$ cat src/rtl/seq_64_add_16_pkg.sv
// Shared definitions for the slice-serial adder: FSM state encoding and slice width.
package seq_64_add_16_pkg;

  localparam int SLICE = 16;

  typedef enum logic [1:0] {
    ST_IDLE = 2'd0,
    ST_RUN  = 2'd1,
    ST_DONE = 2'd2
  } state_t;

endpackage

$ cat src/rtl/seq_64_add_16_cla.sv
// bk_16_cla_4: 16-bit adder made of four 4-bit lookahead groups whose group carries
// are resolved by a second lookahead level.
module bk_16_cla_4 (
  input  logic [15:0] x1,
  input  logic [15:0] x2,
  input  logic        cin,
  output logic [15:0] s,
  output logic        cout
);

  logic [15:0] g;
  logic [15:0] p;
  logic [16:0] c;
  logic [3:0]  gg;
  logic [3:0]  gp;
  logic [4:0]  gc;

  always_comb begin
    g = x1 & x2;
    p = x1 ^ x2;

    for (int k = 0; k < 4; k++) begin
      gg[k] = g[4*k+3]
            | (p[4*k+3] & g[4*k+2])
            | (p[4*k+3] & p[4*k+2] & g[4*k+1])
            | (p[4*k+3] & p[4*k+2] & p[4*k+1] & g[4*k]);
      gp[k] = &p[4*k +: 4];
    end

    // Second-level lookahead: every group carry-in comes straight from cin and gg/gp.
    gc[0] = cin;
    gc[1] = gg[0] | (gp[0] & cin);
    gc[2] = gg[1] | (gp[1] & gg[0]) | (gp[1] & gp[0] & cin);
    gc[3] = gg[2] | (gp[2] & gg[1]) | (gp[2] & gp[1] & gg[0])
          | (gp[2] & gp[1] & gp[0] & cin);
    gc[4] = gg[3] | (gp[3] & gg[2]) | (gp[3] & gp[2] & gg[1])
          | (gp[3] & gp[2] & gp[1] & gg[0]) | (gp[3] & gp[2] & gp[1] & gp[0] & cin);

    c = '0;
    for (int k = 0; k < 4; k++) begin
      c[4*k] = gc[k];
      for (int j = 0; j < 3; j++) begin
        c[4*k+j+1] = g[4*k+j] | (p[4*k+j] & c[4*k+j]);
      end
    end
    c[16] = gc[4];

    s    = p ^ c[15:0];
    cout = c[16];
  end

endmodule

$ cat src/rtl/seq_64_add_16.sv
// Multi-cycle WIDTH-bit adder: one 16-bit CLA slice per cycle, LSB slice first,
// carry chained through a register, valid/ready on both operand and result sides.
module seq_64_add_16 #(
  parameter int WIDTH = 64,
  parameter int SLICE = 16   // must equal the CLA slice width; WIDTH a multiple of it
) (
  input  logic             clk,
  input  logic             rst_n,
  input  logic             in_valid,
  output logic             in_ready,
  input  logic [WIDTH-1:0] x1,
  input  logic [WIDTH-1:0] x2,
  input  logic             cin,
  output logic             out_valid,
  input  logic             out_ready,
  output logic [WIDTH-1:0] s,
  output logic             cout,
  output logic             ovf
);

  import seq_64_add_16_pkg::*;

  localparam int NSLICE = WIDTH / SLICE;
  localparam int IDX_W  = (NSLICE > 1) ? $clog2(NSLICE) : 1;

  state_t             state;
  state_t             state_n;
  logic [WIDTH-1:0]   a_q;
  logic [WIDTH-1:0]   b_q;
  logic               carry_q;
  logic [IDX_W-1:0]   idx;
  logic [SLICE-1:0]   a_slice;
  logic [SLICE-1:0]   b_slice;
  logic [SLICE-1:0]   slice_s;
  logic               slice_cout;
  logic               last;

  assign a_slice   = a_q[idx*SLICE +: SLICE];
  assign b_slice   = b_q[idx*SLICE +: SLICE];
  assign last      = (idx == IDX_W'(NSLICE - 1));
  assign in_ready  = (state == ST_IDLE);
  assign out_valid = (state == ST_DONE);

  bk_16_cla_4 u_cla (
    .x1   (a_slice),
    .x2   (b_slice),
    .cin  (carry_q),
    .s    (slice_s),
    .cout (slice_cout)
  );

  always_comb begin
    state_n = state;
    case (state)
      ST_IDLE: if (in_valid)  state_n = ST_RUN;
      ST_RUN:  if (last)      state_n = ST_DONE;
      ST_DONE: if (out_ready) state_n = ST_IDLE;
      default:                state_n = ST_IDLE;
    endcase
  end

  // NOTE: every register here uses <= so all state updates see pre-edge values;
  // the datapath registers are reset too, so a reset mid-RUN leaves no stale sum.
  always_ff @(posedge clk or negedge rst_n) begin
    if (!rst_n) begin
      state   <= ST_IDLE;
      a_q     <= '0;
      b_q     <= '0;
      carry_q <= 1'b0;
      idx     <= '0;
      s       <= '0;
      cout    <= 1'b0;
      ovf     <= 1'b0;
    end else begin
      state <= state_n;
      case (state)
        ST_IDLE: begin
          if (in_valid) begin
            a_q     <= x1;
            b_q     <= x2;
            carry_q <= cin;
            idx     <= '0;
          end
        end
        ST_RUN: begin
          s[idx*SLICE +: SLICE] <= slice_s;
          carry_q               <= slice_cout;
          idx                   <= idx + 1'b1;
          if (last) begin
            cout <= slice_cout;
            ovf  <= a_q[WIDTH-1] ^ b_q[WIDTH-1] ^ slice_s[SLICE-1] ^ slice_cout;
          end
        end
        default: ;
      endcase
    end
  end

endmodule
$ cat config.mk
export PLATFORM = sky130hd
export DESIGN_NAME = seq_64_add_16
export DESIGN_NICKNAME = d
export VERILOG_FILES = /design/src/rtl/seq_64_add_16_pkg.sv /design/src/rtl/seq_64_add_16_cla.sv /design/src/rtl/seq_64_add_16.sv
export SDC_FILE = /design/constraint.sdc
export NUM_CORES = 1
export LEC_CHECK = 0
export CAP_MARGIN = 20
export CORE_MARGIN = 3
export CORE_UTILIZATION = 35
export DETAILED_ROUTE_END_ITERATION = 7
export PLACE_DENSITY = 0.71
export SYNTH_ARGS = -nofsm -noshare
export SYNTH_HDL_FRONTEND = slang
export SYNTH_SLANG_ARGS = --single-unit
$ cat constraint.sdc
create_clock -name clk -period 5.3 [get_ports clk]
set_input_delay 1.06 -clock clk [delete_from_list [all_inputs] [get_ports clk]]
set_output_delay 1.06 -clock clk [all_outputs]
set_load 0.05 [all_outputs]
# Yosys cells after proc, flatten, opt, wreduce, memory -nomap -nowiden
# Cells that the tools add are included.
# op_classes
n_addsub	2
eq_ne	6
n_shift	4
muxes	9
n_bitwise	88
n_reduce_logical	10
# op_table
op	count
$shiftx A64 B7 Y16	2
$bwmux W64	1
$shift A16 B34 Y64 const A	1
$shiftx A16 B34 Y64	1
$and A1 B1 Y1	48
$neg A6 Y34	1
$or A1 B1 Y1	34
$xor A16 B16 Y16	2
$and A16 B16 Y16	1
$reduce_and A4 Y1	4
$mux W2	4
$pmux W2 S3	1
$reduce_and A2 Y1	3
$eq A2 B2 Y1 const B	2
$ne A2 B2 Y1 const B	2
$pmux W2 S2	1
$reduce_and A3 Y1	1
$xor A1 B1 Y1	3
$add A2 B1 Y2 const B	1
$eq A2 B1 Y1 const B	1
$logic_not A2 Y1	1
$ne A2 B1 Y1 const B	1
$pmux W1 S2	1
$reduce_bool A2 Y1	1
$mux W1	1
# totals
reg_bits	199
out_inout_bits	68
wordCells	127

# Logic depth before layout (Yosys ltp)
# Gate-level depths: netlist of run 1.
# depth
depth_word	19
ltp_mapped	17
ltp_nobuf	15

# Cells and area by module
# A second synthesis of run 1 with hierarchy kept.
# unflattened
cells_unflattened	638
area_unflattened_um2	9137.5
# by_module_without_submodules
module	instances	cells_each	area_each_um2	seq_area_each_um2
seq_64_add_16	1	565	8446.9	4979.8
bk_16_cla_4	1	73	690.7	0.0

# Worst setup path before layout of run 1
# No wires, ideal clock.
# synth_path
path_type	reg2reg
start	register idx[0]
end	register ovf
setup_time_ps	71
arrival_ps	4441
required_time_ps	5229
setup_slack_ps	788
path_stages_with_launch	17
path_cell_list	dfrtp_1 buf_2 buf_2 mux4_2 ha_1 a21o_1 a221o_1 a22o_1 nor2_1 fa_1 fa_1 inv_1 fa_1 xnor2_1 xnor2_1 or4b_1 nand4_1
# synth_between
elab_chain_len	19
elab_cells_between_ends	70
classes_between	eq/ne: 1; shift: 2; bitwise: 62; reduce/logical: 5
# synth_rtl
item	line	rtl
start, declared	seq_64_add_16.sv:31	logic [IDX_W-1:0] idx;
start signal, assigned	seq_64_add_16.sv:88	idx <= idx + 1'b1;
$shiftx A64 B7 Y16, on equally long branches	seq_64_add_16.sv:38, seq_64_add_16.sv:39	
$xor A16 B16 Y16 / $and A16 B16 Y16 (equally long branches)	seq_64_add_16_cla.sv:20, seq_64_add_16_cla.sv:19	
$and A1 B1 Y1, on equally long branches	seq_64_add_16_cla.sv:24, seq_64_add_16_cla.sv:25, seq_64_add_16_cla.sv:26	
$or A1 B1 Y1 (tied with other cells)	seq_64_add_16_cla.sv:24	| (p[4*k+3] & g[4*k+2])
$or A1 B1 Y1 / $and A1 B1 Y1 (equally long branches)	seq_64_add_16_cla.sv:25, seq_64_add_16_cla.sv:26	
$or A1 B1 Y1	seq_64_add_16_cla.sv:26	| (p[4*k+3] & p[4*k+2] & p[4*k+1] & g[4*k]);
$and A1 B1 Y1	seq_64_add_16_cla.sv:34	gc[3] = gg[2] | (gp[2] & gg[1]) | (gp[2] & gp[1] & gg[0])
$or A1 B1 Y1 (2 in a row)	seq_64_add_16_cla.sv:34	
$or A1 B1 Y1	seq_64_add_16_cla.sv:35	| (gp[2] & gp[1] & gp[0] & cin);
$and A1 B1 Y1	seq_64_add_16_cla.sv:43	c[4*k+j+1] = g[4*k+j] | (p[4*k+j] & c[4*k+j]);
$or A1 B1 Y1	seq_64_add_16_cla.sv:43	
$and A1 B1 Y1	seq_64_add_16_cla.sv:43	
$or A1 B1 Y1	seq_64_add_16_cla.sv:43	
$and A1 B1 Y1	seq_64_add_16_cla.sv:43	
$or A1 B1 Y1	seq_64_add_16_cla.sv:43	
$xor A16 B16 Y16	seq_64_add_16_cla.sv:48	s = p ^ c[15:0];
$xor A1 B1 Y1 (2 in a row)	seq_64_add_16.sv:91	ovf <= a_q[WIDTH-1] ^ b_q[WIDTH-1] ^ slice_s[SLICE-1] ^ slice_cout;
end signal, assigned	seq_64_add_16.sv:91	
end, declared	seq_64_add_16.sv:18	output logic ovf
# Parallel ways exist; a longest one is shown, timed or not.
# A chain may end at the register's enable or synchronous reset.

# Worst setup path after layout of run 1
# Ends and elaborated chain as after synthesis.

==> impl_metrics.ini, run 1 <==
[yosys]
synth_cell_types = 39
synth-edff-count = 0
synth_top_flop_cell = dfrtp_1
synth_cells = 647
syn_area_um2 = 8880
synth_warnings = 0
yosys-top-cells-area = dfrtp_1 (56%), mux2_2 (16%), mux4_2 (8.1%), o21ai_0 (3.3%), ha_1 (3.1%)
synth_top_area_cell = dfrtp_1
synth_top_area_share_pct = 56.1
syn-num-nets = 814
seq_area_frac_synth_pct = 56.1
avgSynthCellArea_um2 = 13.7
async_reset_ff_share_pct = 100
ys_seq_elements = 199

[power]
finalPower_mw = 9.00
p_sw_mw = 3.86
p_sw_share_pct = 42.9
p_comb_share_pct = 55.8
vdd_drop_max_v = 0.000425
seqPwrFrac_pct = 29.7
clockPowerShare_pct = 14.5
leakage_nw = 4.96
p_int_mw = 5.14
power_density_nw_per_um2 = 761

[sta]
fin_ws_ns = 0.692
rsz0062_at_grt = false
worst_pin_slew_ns = 0.822
finalSetupViolCount = 0
fmax_ghz = 0.217
clock_skew_ns = 0.00964
hold_violations = 0
drv_slew = 0
final.setup.tns_ns = 0
slew_headroom_pct = 45.2
period_share_pct = 86.9
period_needed_ns = 4.61

[floorplanning]
core.rowCount = 57
die_area_um2 = 27300
num_io_pins = 201
chipHeight_um = 165
start_util_pct = 36.1
coreArea_um2 = 24600
die_w_um = 165

[critical_path]
reg2reg_depth = 16
critical_path_class = reg -> reg
crit_top_cell = fa_1
cp.required_ns = 5.66
cp.arrival_ns = 4.97
start_kind = register
crit_path_end_kind = register
critPathTopFamily = adder cells
path_max_fanout = 11
crit_path_max_incr_delay_ns = 0.55
slowest_stage = mux4_2
path_depth = 16
crit_buf_inv = 3
crit_chain = buf_4 > mux4_2 > ha_1 > and3_4 > a221o_1 > a22o_1 > nor2_1 > fa_1 > fa_1 > inv_1 > fa_1 > xnor2_1 > buf_4 > xnor2_1 > or4b_1 > nand4_1

[cts]
cts_tree = built
cts-buffers-inserted = 17
cts_resized = 0
cts.sinks = 199
clockBufferDepth = 2
cts_setup_buffers = 0
worstSkewPairLatency_ns = 0.43
cts_htree_levels = 4
hold_buffers = 0
clk_transition_reported_paths_ns = 0.07
root_buffer = clkbuf_16

[worst_hold_path]
holdPathStages = 2
min_path_type = reg -> reg

[final_layout]
area_delta_synth_final_pct = 33.2
final_util_pct = 48.1
seqCellArea_um2 = 4980
fillers = 2186
insertedDiodeCount = 0
layout-drive-gt1-share_pct = 24.2
multi_input_area_um2 = 3660
fin_area_um2 = 11800
fin_nets = 1010

[route]
vias_per_cell = 4.94
antenna_left = 0
routed_wl_mm = 22.1
route.detailed.drc = 0
first_iter_violations = 502
dr.pass1.iters = 4
wl_per_cell_um = 18.7
via_count = 5816

[place]
placed_area_um2 = 11300
portBuffers = 200
place_ws_ns = 0.711
place_congestion = 0.796
hpwl_mm = 16.6

[grt]
antenna_found_initial = 0
busiest_layer = met2
grt_pass1_wl_mm = 33.9
overflow = 0
met3_usage_pct = 3.54
grt_pass1_vias = 5937
grt_use_met1_pct = 24.4
globalRouteMet2Util_pct = 24.9
grt_max_degree = 132
grt_usage_pct = 16.4

[outcome]
status = finished clean

[job]
max_cap_viol_count = 0
[registers in the layout, summed over array words and instances (netlist names)]
name,cells
b_q,64
carry_q,1
s,64
cout,1
a_q,64
state,2
idx,2
ovf,1
[layer usage]
layer  routed length (um)  vias to the layer above
met2                 9860                      202
li1                     -                     2682
met3                 1300                       12
met5                    0                        -
met4                  156                        0
met1                10800                     2920
[cell type report]
type	instances	share of cell area [%]
flip-flops and latches	199	42.1
well taps	324	3.43
repair buffers	209	17.7
clock buffers	19	3.66
clock inverters	11	1.26
multi-input cells	387	30.9
inverters	29	0.920
[synth_stat cells, types with 2 or more instances]
cell,number
nand2_2,3
a22o_1,2
nand2b_1,3
inv_1,29
nor2_1,8
dfrtp_1,199
mux4_2,32
clkbuf_1,15
a22oi_1,2
xor2_1,3
fa_1,12
nor2b_1,2
or3_1,2
nand4_1,2
xnor2_1,3
a21o_1,5
mux2_2,128
o21ai_0,58
a21oi_1,5
buf_2,16
ha_1,22
nand2_1,70
o21ai_1,10
[cells in the final DEF (no fill, tap or decap), types with 3 or more instances in the layout]
cell / netlist / layout
nor2_1: 8 / 8
clkinvlp_4: 0 / 3
inv_1: 29 / 29
fa_1: 12 / 12
xor2_1: 3 / 3
xnor2_1: 3 / 3
a21oi_1: 5 / 5
mux4_2: 32 / 32
clkbuf_16: 0 / 17
nand2_1: 70 / 70
a21o_1: 5 / 5
dfrtp_1: 199 / 197
ha_1: 22 / 22
clkdlybuf4s50_1: 0 / 199
inv_6: 0 / 3
o21ai_0: 58 / 58
nand2b_1: 3 / 3
bufinv_16: 0 / 3
mux2_2: 128 / 128
buf_4: 1 / 7
o21ai_1: 10 / 10
nand2_2: 3 / 3
[kinds of logic (layout without fill, tap and decap cells)]
kind of cell / after synthesis / in the layout / synth area share, %
simple gates: 99 / 99 / 4.93
buf+inv: 61 / 268 / 2.85
fa+ha+maj: 34 / 34 / 5.80
flops: 199 / 199 / 56.1
mux: 160 / 160 / 24.3
compound gates: 88 / 88 / 5.44
xor+xnor: 6 / 6 / 0.592
[per-stage QoR]
stage	std cells	hold slack, ns
3_5_place_dp	1148	0.470
3_3_place_gp	1148	0.461
4_1_cts	1178	0.485
2_1_floorplan	647	0.475
5_1_grt	1178	0.504
6_report	1178	0.480
[final timing paths]
path	startpoint	end	slack [ns]
worst max-delay path	idx[0]	ovf	0.69
worst min-delay path	s[13]	s[13]	0.48
worst max register to register	idx[0]	ovf	0.69
worst min register to register	s[13]	s[13]	0.48
max in group asynchronous	rst_n	b_q[25]	3.56
min in group asynchronous	rst_n	b_q[60]	0.70
[power groups by stage]
stage,Sequential [mW],Clock (mW),Combinational (mW)
floorplan,3.05,0,2.90
global placement,2.70,0,4.94
detailed placement,2.70,0,5.07
CTS,2.68,1.33,5.08
global route,2.75,1.40,5.49
finish,2.67,1.31,5.02
[worst register-to-register path: stages (launching register included)]
cell and delay (ns):
dfrtp_2 0.52, buf_4 0.29, mux4_2 0.56, ha_1 0.36
and3_4 0.20, a221o_1 0.34, a22o_1 0.27, nor2_1 0.12
fa_1 0.19, fa_1 0.17, inv_1 0.05, fa_1 0.37
xnor2_1 0.13, buf_4 0.15, xnor2_1 0.17, or4b_1 0.54
nand4_1 0.11
Note: power is estimated with default switching activity, not from simulation.
==> inputs of run 2 (changes only) <==
--- a/config.mk
+++ b/config.mk
@@ -10,6 +10,7 @@
 export CORE_UTILIZATION = 35
 export DETAILED_ROUTE_END_ITERATION = 7
 export PLACE_DENSITY = 0.71
+export SLEW_MARGIN = 30
 export SYNTH_ARGS = -nofsm -noshare
 export SYNTH_HDL_FRONTEND = slang
 export SYNTH_SLANG_ARGS = --single-unit
==> results of run 2 <==
Final layout, timing and power as in run 1 (identical DEF).
